`src/rtl/comparator_scan_controller.sv`:
```
// Comparator scan sequencer: per halfstrip it clears, settles, fires the injector and samples its error counts.
// Define SCAN_SUMMARY_EN to add the sum_thr / worst_hs scan summary outputs.
module comparator_scan_controller #(
  parameter int          FIRE_HOLD     = 12,
  parameter int          SETTLE_CYCLES = 8,
  parameter int          DRAIN_CYCLES  = 3,
  parameter logic [15:0] TIMEOUT       = 16'd4000
) (
  input  logic        clock,
  input  logic        reset_n,
  input  logic        start,
  input  logic        abort,
  input  logic [4:0]  hs_first,
  input  logic [4:0]  hs_last,
  input  logic [11:0] pulses_per_strip,
  input  logic        pulser_ready,
  input  logic [15:0] thresholds_errcnt,
  input  logic [15:0] offsets_errcnt,
  input  logic [15:0] compout_errcnt,
  output logic [4:0]  active_halfstrip,
  output logic        halfstrip_mask_en,
  output logic        fire_pulse,
  output logic [11:0] num_pulses,
  output logic        errcnt_rst,
  output logic        busy,
  output logic        done,
  output logic        timeout_err,
  output logic        result_valid,
  output logic [4:0]  result_hs,
  output logic [15:0] result_thr,
  output logic [15:0] result_off,
  output logic [15:0] result_cmp
`ifdef SCAN_SUMMARY_EN
  ,
  output logic [23:0] sum_thr,
  output logic [4:0]  worst_hs
`endif
);

  typedef enum logic [3:0] {
    IDLE, CLEAR, SETTLE, FIRE, WAIT_BUSY, WAIT_READY, DRAIN, REPORT, NEXT, FINISH
  } state_t;

  localparam logic [15:0] SETTLE_LAST = 16'((SETTLE_CYCLES > 1) ? SETTLE_CYCLES - 1 : 0);
  localparam logic [15:0] FIRE_LAST   = 16'((FIRE_HOLD > 1) ? FIRE_HOLD - 1 : 0);
  localparam logic [15:0] DRAIN_LAST  = 16'((DRAIN_CYCLES > 1) ? DRAIN_CYCLES - 1 : 0);
  localparam logic [15:0] WDOG_LAST   = (TIMEOUT > 16'd1) ? TIMEOUT - 16'd1 : 16'd0;

  state_t      state_q, state_d;
  logic [15:0] cnt_q, cnt_d;
  logic [4:0]  hs_q, hs_d, hs_last_q, hs_last_d;
  logic [11:0] num_q, num_d;
  logic        terr_q, terr_d, forced_q, forced_d, rv_q, rv_d;
  logic [4:0]  res_hs_q, res_hs_d;
  logic [15:0] res_thr_q, res_thr_d, res_off_q, res_off_d, res_cmp_q, res_cmp_d;
  logic [1:0]  rst_sync_q;
  logic        run, scan_start, report_go;
  logic [15:0] thr_s;

  // Reset release takes two edges to reach the FSM, so nothing moves on the release edge.
  always_ff @(posedge clock or negedge reset_n) begin
    if (!reset_n) rst_sync_q <= 2'b00;
    else          rst_sync_q <= {rst_sync_q[0], 1'b1};
  end
  assign run = rst_sync_q[1];

  assign scan_start = (state_q == IDLE) && start && !abort;
  assign report_go  = (state_q == REPORT) && !abort;
  assign thr_s      = forced_q ? 16'hFFFF : thresholds_errcnt;

  always_comb begin
    state_d   = state_q;
    cnt_d     = cnt_q;
    hs_d      = hs_q;
    hs_last_d = hs_last_q;
    num_d     = num_q;
    terr_d    = terr_q;
    forced_d  = forced_q;
    rv_d      = 1'b0;
    res_hs_d  = res_hs_q;
    res_thr_d = res_thr_q;
    res_off_d = res_off_q;
    res_cmp_d = res_cmp_q;
    if (abort && (state_q != IDLE)) begin
      state_d = IDLE;
      cnt_d   = '0;
    end else begin
      case (state_q)
        IDLE: if (scan_start) begin
          state_d   = CLEAR;
          hs_d      = hs_first;
          hs_last_d = hs_last;
          num_d     = (pulses_per_strip == 12'd0) ? 12'd1 : pulses_per_strip;
          terr_d    = 1'b0;
          forced_d  = 1'b0;
          cnt_d     = '0;
        end
        CLEAR: begin
          state_d = SETTLE;
          cnt_d   = '0;
        end
        SETTLE: if (cnt_q >= SETTLE_LAST) begin
          state_d = FIRE;
          cnt_d   = '0;
        end else cnt_d = cnt_q + 16'd1;
        FIRE: if (cnt_q >= FIRE_LAST) begin
          state_d  = WAIT_BUSY;
          cnt_d    = '0;
          forced_d = 1'b0;
        end else cnt_d = cnt_q + 16'd1;
        // The watchdog spans both wait states and wins over a coincident ready edge.
        WAIT_BUSY: if (cnt_q >= WDOG_LAST) begin
          state_d  = REPORT;
          terr_d   = 1'b1;
          forced_d = 1'b1;
          cnt_d    = '0;
        end else begin
          cnt_d = cnt_q + 16'd1;
          if (!pulser_ready) state_d = WAIT_READY;
        end
        WAIT_READY: if (cnt_q >= WDOG_LAST) begin
          state_d  = REPORT;
          terr_d   = 1'b1;
          forced_d = 1'b1;
          cnt_d    = '0;
        end else if (pulser_ready) begin
          state_d = DRAIN;
          cnt_d   = '0;
        end else cnt_d = cnt_q + 16'd1;
        DRAIN: if (cnt_q >= DRAIN_LAST) begin
          state_d = REPORT;
          cnt_d   = '0;
        end else cnt_d = cnt_q + 16'd1;
        REPORT: begin
          state_d   = NEXT;
          rv_d      = 1'b1;
          res_hs_d  = hs_q;
          res_thr_d = thr_s;
          res_off_d = forced_q ? 16'hFFFF : offsets_errcnt;
          res_cmp_d = forced_q ? 16'hFFFF : compout_errcnt;
        end
        NEXT: if (hs_q == hs_last_q) state_d = FINISH;
        else begin
          hs_d    = hs_q + 5'd1;
          state_d = CLEAR;
        end
        FINISH:  state_d = IDLE;
        default: state_d = IDLE;
      endcase
    end
  end

  always_ff @(posedge clock or negedge reset_n) begin
    if (!reset_n) begin
      state_q   <= IDLE;
      cnt_q     <= '0;
      hs_q      <= '0;
      hs_last_q <= '0;
      num_q     <= '0;
      terr_q    <= 1'b0;
      forced_q  <= 1'b0;
      rv_q      <= 1'b0;
      res_hs_q  <= '0;
      res_thr_q <= '0;
      res_off_q <= '0;
      res_cmp_q <= '0;
    end else if (run) begin
      state_q   <= state_d;
      cnt_q     <= cnt_d;
      hs_q      <= hs_d;
      hs_last_q <= hs_last_d;
      num_q     <= num_d;
      terr_q    <= terr_d;
      forced_q  <= forced_d;
      rv_q      <= rv_d;
      res_hs_q  <= res_hs_d;
      res_thr_q <= res_thr_d;
      res_off_q <= res_off_d;
      res_cmp_q <= res_cmp_d;
    end
  end

  assign active_halfstrip  = hs_q;
  assign halfstrip_mask_en = (state_q != IDLE);
  assign busy              = (state_q != IDLE);
  assign fire_pulse        = (state_q == FIRE);
  assign errcnt_rst        = (state_q == CLEAR);
  assign done              = (state_q == FINISH);
  assign num_pulses        = num_q;
  assign timeout_err       = terr_q;
  assign result_valid      = rv_q;
  assign result_hs         = res_hs_q;
  assign result_thr        = res_thr_q;
  assign result_off        = res_off_q;
  assign result_cmp        = res_cmp_q;

`ifdef SCAN_SUMMARY_EN
  logic [23:0] sum_q, sum_d;
  logic [24:0] sum_wide;
  logic [15:0] wv_q, wv_d;
  logic [4:0]  whs_q, whs_d;
  logic        have_q, have_d;

  assign sum_wide = {1'b0, sum_q} + {9'd0, thr_s};

  // Strict greater-than keeps the earliest halfstrip on ties.
  always_comb begin
    sum_d  = sum_q;
    wv_d   = wv_q;
    whs_d  = whs_q;
    have_d = have_q;
    if (scan_start) begin
      sum_d  = '0;
      wv_d   = '0;
      whs_d  = hs_first;
      have_d = 1'b0;
    end else if (report_go) begin
      sum_d = sum_wide[24] ? 24'hFFFFFF : sum_wide[23:0];
      if (!have_q || (thr_s > wv_q)) begin
        wv_d   = thr_s;
        whs_d  = hs_q;
        have_d = 1'b1;
      end
    end
  end

  always_ff @(posedge clock or negedge reset_n) begin
    if (!reset_n) begin
      sum_q  <= '0;
      wv_q   <= '0;
      whs_q  <= '0;
      have_q <= 1'b0;
    end else if (run) begin
      sum_q  <= sum_d;
      wv_q   <= wv_d;
      whs_q  <= whs_d;
      have_q <= have_d;
    end
  end

  assign sum_thr  = sum_q;
  assign worst_hs = whs_q;
`endif

endmodule

```
`config.mk`:
```
export PLATFORM = sky130hd
export DESIGN_NAME = comparator_scan_controller
export DESIGN_NICKNAME = d
export VERILOG_FILES = /design/src/rtl/comparator_scan_controller.sv
export SDC_FILE = /design/constraint.sdc
export NUM_CORES = 1
export LEC_CHECK = 0
export CORE_AREA = 8 8 106 127
export CTS_CLUSTER_DIAMETER = 30
export DETAILED_ROUTE_END_ITERATION = 6
export DIE_AREA = 0 0 114 135
export PLACE_DENSITY_LB_ADDON = 0.08
export SYNTH_ARGS = -nofsm -noshare
export SYNTH_HDL_FRONTEND = slang
export SYNTH_SLANG_ARGS = --single-unit
```
`constraint.sdc`:
```
create_clock -name clock -period 2 [get_ports clock]
set_clock_uncertainty 0.1 [all_clocks]
set_input_delay 0.4 -clock clock [delete_from_list [all_inputs] [get_ports clock]]
set_output_delay 0.4 -clock clock [all_outputs]
set_load 0.02 [all_outputs]
```
==> run summary, run 1 <==
Drt via density - 5.02
Max-cap violations - 0
Initial antenna violation count - 0
Total gr overflow - 0
Min-delay src - rst_sync_q[0]
Critical path class - reg -> reg
Failing checks - setup timing
Hold path cells - 0
GP Congestion - 0.886
Clk slew on worst S/H paths - 60 ps
Post-synth net total - 566
Reg2reg start - state_q[0]
Hold crit path type - reg -> reg
Fin. max-slew vios - 0
R2R Setup Slk - -200 ps
TritonCTS buffer count - 9
Worst Tran Pin Value - 603 ps
Internal power - 6.55 mW
Synth Flop Type - dfrtp_1
PwrDens - 1370 mW/mm²
Gate Count Post-Synth - 488
Synth top area share - 0.536
Post-Syn Area per Cell - 9.56 µm²
Post-synth EDFFs - 0
Asr flop ratio synth - 1.00
Sequential power share - 0.316
Max Clk Rate - 455 MHz
IO Pins - 152
Cell Area, Synth - 0.00466 mm²
Main area contributors after synthesis - dfrtp_1 54%, o21ai_0 6.2%, nand2_1 5.7%
Worst IR drop on VDD - 0.786 mV
Final worst-path setup slack - -199 ps
Crit-path max FO - 8
HPWL Detailed - 9.94 mm
Pre-antenna DRT Iters - 4
Drt total wl - 14.2 mm
Drt drc - 0
Total GRT Usage - 0.184
R2r endpoint - cnt_q[10]
H-tree levels - 3
Initial core utilization - 0.409
Final Critical Period - 2200 ps
Final worst-path cycle share - 1.10
CP required - 2130 ps
Yosys warnings - 0
DP Area - 0.00678 mm²
Leakage - 3.26 nW
Die Ht - 135 µm
Total Power - 10.3 mW
Netlist cell types - 55
Clk_lat worst skew - 350 ps
Reg area - 0.00250 mm²
Port bufs - 151
Die span in x - 114 µm
WL/cell - 16.7 µm
Final setup fails - 43
Vias in the first global route - 4364
Area leader, netlist - dfrtp_1
Psw - 3.71 mW
Starting DRT DRC Count - 267
Synth cell count leaders - 100 x dfrtp_1, 71 x nand2_1, 66 x nor2_1, 58 x o21ai_0, 25 x clkbuf_1
Clock network power share - 0.180
DR vias - 4283
Finished Cell Area - 0.00749 mm²
Global-route wire length before repair - 22.6 mm
Rel. slew slack - 0.596
Sw Share - 0.361
FILL cells - 934
CP Launch Type - flip-flop
# diodes - 0
R2R cell count - 5
Area of the multi-input gates - 0.00227 mm²
Post-DRT Antenna Nets - 0
Core area - 0.0114 mm²
Worst endpoint data arrival time - 2330 ps
Cell row count - 43
Cell with the most instances after synthesis - dfrtp_1
Largest net degree at the start of global routing - 81
Layout cells sized above 1 - 0.231
Post-synthesis sequential area ratio - 0.536
Synth Register Bits - 100
Die area - 0.0154 mm²
Comb power frac - 0.505
Clk buf depth - 2
CTS tree - built
RSZ-0062 raised after global routing - yes
Status - complete, but fails checks
Crit. End Element - flip-flop
Hold Path End - rst_sync_q[1]
Pre-CTS setup slack - -261 ps
Area grow syn2layout - 60.6%
Root buf cell - clkbuf_16
CTS sink count - 100
Final core occ - 0.657
Final net count - 771
Final Hold Vio Count - 0
-- sequential cells by signal (all words and copies together) (netlist names) --
name / count
result_thr: 16
active_halfstrip: 5
result_off: 16
result_cmp: 16
result_hs: 5
forced_q: 1
result_valid: 1
timeout_err: 1
num_pulses: 12
hs_last_q: 5
state_q: 4
cnt_q: 16
rst_sync_q: 2
-- power by group through the flow --
stage                     combinational (mW)  clock, mW  sequential, mW
after detailed placement                4.66          0            3.26
after CTS                               4.90       1.88            3.22
after global placement                  4.61          0            3.21
after global routing                    5.54       1.94            3.33
final                                   5.18       1.84            3.24
after floorplan                         1.40          0            4.07
-- layer usage --
layer / wire (µm) / global-route usage / share of wire / vias up
li1: - / - / - / 2118
met1: 6460 / 0.229 / 0.45 / 2023
met2: 6740 / 0.301 / 0.47 / 131
met3: 831 / 0.0442 / 0.058 / 11
met4: 195 / 0.0682 / 0.014 / 0
met5: 0 / 0 / 0 / -
-- worst max-delay path, stage by stage, from the launching register on --
cell,delay (ps)
dfrtp_2,440
or4b_4,550
a221o_1,360
a211oi_4,320
a21oi_4,110
o41ai_2,210
-- final cells by class --
class                           instances  share of cell area
Sequential cell                       100               0.334
Multi-Input combinational cell        350               0.303
Timing Repair Buffer                  224               0.291
Clock buffer                           11              0.0311
Tap cell                              157              0.0262
Clock inverter                          4              0.0100
Inverter                                8             0.00401
-- stage by stage --
stage,cells,hold slack (ps),setup TNS [ps]
6_report,854,249,-6270
5_1_grt,854,252,-9160
3_5_place_dp,822,236,-8610
2_1_floorplan,488,4.41,-732
4_1_cts,849,250,-4030
3_3_place_gp,822,235,-8210
-- worst max-delay path by stage --
| stage | start | cells after the start | to | slack, ps |
|---|---|---|---|---|
| after floorplan | cnt_q[0] | 7 | cnt_q[6] | -100 |
| after global placement | abort | 7 | cnt_q[10] | -230 |
| after detailed placement | state_q[0] | 6 | state_q[1] | -260 |
| after CTS | state_q[0] | 5 | cnt_q[10] | -210 |
| after global routing | cnt_q[0] | 7 | cnt_q[10] | -300 |
| final | state_q[0] | 5 | cnt_q[10] | -200 |
-- placed cells by master, fill, tap and decap left out, types with 3 or more instances in the layout --
cell type | netlist | final
nor4_1 | 10 | 8
clkdlybuf4s50_1 | 0 | 144
o221ai_2 | 0 | 4
mux2_2 | 22 | 6
nand2_1 | 71 | 71
xnor2_1 | 6 | 6
nor2b_1 | 4 | 4
dfrtp_1 | 100 | 99
buf_6 | 0 | 20
a31oi_1 | 3 | 3
inv_1 | 8 | 7
o31ai_1 | 6 | 4
and2_1 | 6 | 5
nor3_1 | 7 | 5
nor2_1 | 66 | 65
nand3_1 | 15 | 14
buf_12 | 0 | 5
o21ai_0 | 58 | 55
buf_4 | 2 | 52
or3_1 | 4 | 4
mux2_4 | 0 | 16
and3_1 | 3 | 3
a21oi_1 | 13 | 8
nand2b_1 | 4 | 3
o21ai_2 | 1 | 3
a21oi_2 | 0 | 5
clkbuf_16 | 0 | 9
-- logic make-up after synthesis --
| family | after synthesis | synth area share |
|---|---|---|
| AO/OA/AOI/OAI | 109 | 0.149 |
| XOR/XNOR | 6 | 0.0113 |
| adder cells (fa/ha/maj) | 3 | 0.00805 |
| buffers and inverters | 39 | 0.0341 |
| flip-flops | 100 | 0.536 |
| multiplexers | 23 | 0.0553 |
| other | 1 | 0.000804 |
| AND/OR/NAND/NOR | 207 | 0.205 |
-- what timing repair did --
action                                 CTS  global route
setup endpoints to repair               49            47
hold buffers                             1             0
resized for setup                       52            49
gates cloned                             4             0
pin swaps                                5            12
endpoints found under the hold margin   27             0
setup buffers                            7             9
No activity file was read; power rests on OpenSTA's default activity.
==> run 2, diff against run 1 <==
--- a/config.mk
+++ b/config.mk
@@ -5,10 +5,10 @@
 export SDC_FILE = /design/constraint.sdc
 export NUM_CORES = 1
 export LEC_CHECK = 0
-export CORE_AREA = 8 8 106 127
+export CORE_AREA = 8 8 98 117
 export CTS_CLUSTER_DIAMETER = 30
 export DETAILED_ROUTE_END_ITERATION = 6
-export DIE_AREA = 0 0 114 135
+export DIE_AREA = 0 0 106 125
 export PLACE_DENSITY_LB_ADDON = 0.08
 export SYNTH_ARGS = -nofsm -noshare
 export SYNTH_HDL_FRONTEND = slang
==> constraint.sdc (replaced) <==
create_clock -name clock -period 2.7 [get_ports clock]
set_clock_uncertainty 0.1 [all_clocks]
set_input_delay 0.54 -clock clock [delete_from_list [all_inputs] [get_ports clock]]
set_output_delay 0.54 -clock clock [all_outputs]
set_load 0.02 [all_outputs]
==> run 2 against run 1 <==
Effect of this change:
- the run now ends clean
- via count fell by 3.8%
- flip-flop and latch count did not move
- hold slack got worse by 120 ps
- clock power fell by 24%
- cell area fell by 10%
==> run summary, run 2 (synthesis gave the netlist of run 1 again) <==
Highest Signal Layer - met4 (unchanged)
Worst Tran Pin Value - 664 ps (was 603 ps)
Worst endpoint data arrival time - 1950 ps (was 2330 ps)
Metal3 WL - 767 µm (was 831 µm)
Initial antenna violation count - 0 (unchanged)
FILL cells - 783 (was 934)
PwrDens - 1040 mW/mm² (was 1370 mW/mm²)
Post-route non-filler standard cell count - 768 (was 854)
Commonest non-fill, non-tap cell in the layout - clkdlybuf4s50_1 (unchanged)
HPWL Detailed - 9.45 mm (was 9.94 mm)
Total gr overflow - 0 (unchanged)
Clk buf depth - 2 (unchanged)
Crit-path max FO - 11 (was 8)
Die span in x - 106 µm (was 114 µm)
DR vias - 4122 (was 4283)
Final worst-path cycle share - 0.960
IO Pins - 152 (unchanged)
CP required - 2060 ps (was 2130 ps)
TritonCTS buffer count - 9 (unchanged)
Drt via density - 5.37 (was 5.02)
Global-route wire length before repair - 21.1 mm (was 22.6 mm)
Status - finished, final reports clean (was complete, but fails checks)
Final setup fails - 0 (was 43)
Final setup TNS - 0 ps (was -6270 ps)
Post-DRT Antenna Nets - 0 (unchanged)
H-tree levels - 3 (unchanged)
Total GRT Usage - 0.195 (was 0.184)
Die area - 0.0133 mm² (was 0.0154 mm²)
Reg area - 0.00250 mm² (about the same)
Largest net degree at the start of global routing - 90 (was 81)
Met2 WL - 6.21 mm (was 6.74 mm)
WL/cell - 16.6 µm (was 16.7 µm)
Critical path class - reg -> out (was reg -> reg)
Worst IR drop on VDD - 0.576 mV (was 0.786 mV)
Vias in the first global route - 4096 (was 4364)
Fin. max-slew vios - 0 (unchanged)
# hold bufs at CTS - 0 (was 1)
Max-cap violations - 0 (unchanged)
Rel. slew slack - 0.558 (was 0.596)
Area of the multi-input gates - 0.00201 mm² (was 0.00227 mm²)
RSZ-0062 raised after global routing - no (was yes)
Initial core utilization - 0.478 (was 0.409)
Root buf cell - clkbuf_16 (unchanged)
CP Launch Type - flip-flop (unchanged)
Layout cells sized above 1 - 0.112 (was 0.231)
# diodes - 0 (unchanged)
Starting DRT DRC Count - 122 (was 267)
Final Hold Vio Count - 0 (unchanged)
Area grow syn2layout - 43.9% (was 60.6%)
Commonest cells after routing, fill and taps aside - 148 x clkdlybuf4s50_1, 100 x dfrtp_1, 71 x nand2_1 (was 144 x clkdlybuf4s50_1, 99 x dfrtp_1, 71 x nand2_1)
Drt total wl - 12.7 mm (was 14.2 mm)
Postcts setup bufs - 0 (was 7)
Max Clk Rate - 386 MHz
Drt drc - 0 (unchanged)
CTS tree - built (unchanged)
Final net count - 715 (was 771)
Port bufs - 151 (unchanged)
Final Critical Period - 2590 ps
Hold crit path type - in -> async (was reg -> reg)
GP Congestion - 0.947 (was 0.886)
Placed Cells - 752 (was 822)
Clk slew on worst S/H paths - 70 ps (was 60 ps)
Die Ht - 125 µm (was 135 µm)
Clk_lat worst skew - 340 ps (was 350 ps)
CTS sink count - 100 (unchanged)
Cell row count - 40 (was 43)
M1 WL - 5.56 mm (was 6.46 mm)
Crit. End Element - output port (was flip-flop)
Leakage - 2.89 nW (was 3.26 nW)
Core area - 0.00976 mm² (was 0.0114 mm²)
Pre-antenna DRT Iters - 4 (unchanged)
-- run 2: cell count changes in the layout (fill, tap and decap cells not counted), moves of 5 or more --
cell / delta
mux2_4: -16
a21oi_1: +5
a21oi_2: -5
mux2_2: +16
buf_6: -20
buf_4: -36
-- run 2: critical path: stages, from the launching register on --
cell	delay, ps
dfrtp_1	430
buf_4	200
and4bb_2	360
clkdlybuf4s50_1	630
-- run 2: path summary, 6_finish.rpt --
path,slack [ps],startpoint,to,cells past startpoint
worst max-delay path,110,state_q[2],fire_pulse,3
worst min-delay path,130,reset_n,result_off[7],1
worst max register to register,340,cnt_q[0],state_q[0],6
worst min register to register,260,rst_sync_q[0],rst_sync_q[1],0
max in group asynchronous,1770,reset_n,hs_last_q[3],2
min in group clock,260,rst_sync_q[0],rst_sync_q[1],0
-- run 2: repair_timing --
item                                    CTS  global route
gates resized for setup                   2             1
pin swaps                                 0             0
endpoints found under the setup margin    2             1
-- run 2: through the flow --
| stage | hold WS (ps) | total power [mW] | utilization | worst slack (ps) | area, µm² |
|---|---|---|---|---|---|
| 2_1_floorplan | 144 | 4.01 | - | 478 | 4660 |
| 3_3_place_gp | 238 | 5.53 | 0.654 | 284 | 6380 |
| 3_5_place_dp | 248 | 5.62 | 0.654 | 236 | 6380 |
| 4_1_cts | 151 | 7.01 | 0.688 | 49.7 | 6710 |
| 5_1_grt | 181 | 7.36 | 0.688 | 34.0 | 6710 |
| 6_report | 128 | 6.95 | 0.688 | 108 | 6710 |
-- run 2: layer usage --
layer	up-vias	global-route usage
met5	-	0
met4	0	0.0689
met3	20	0.0421
met2	150	0.317
met1	1952	0.249
li1	2000	-
-- run 2: cell type report --
cell class	count	area share
clock buffer	9	0.0336
clock inverter	7	0.0155
inverter	8	0.00447
multi-input combinational	349	0.300
sequential	100	0.373
tap	126	0.0235
timing repair buffer	169	0.250
-- run 2: power by group --
group          total (mW)  switching (mW)  internal (mW)
registers            2.44           0.379           2.06
logic                3.13            1.62           1.50
clock network        1.39           0.568          0.825
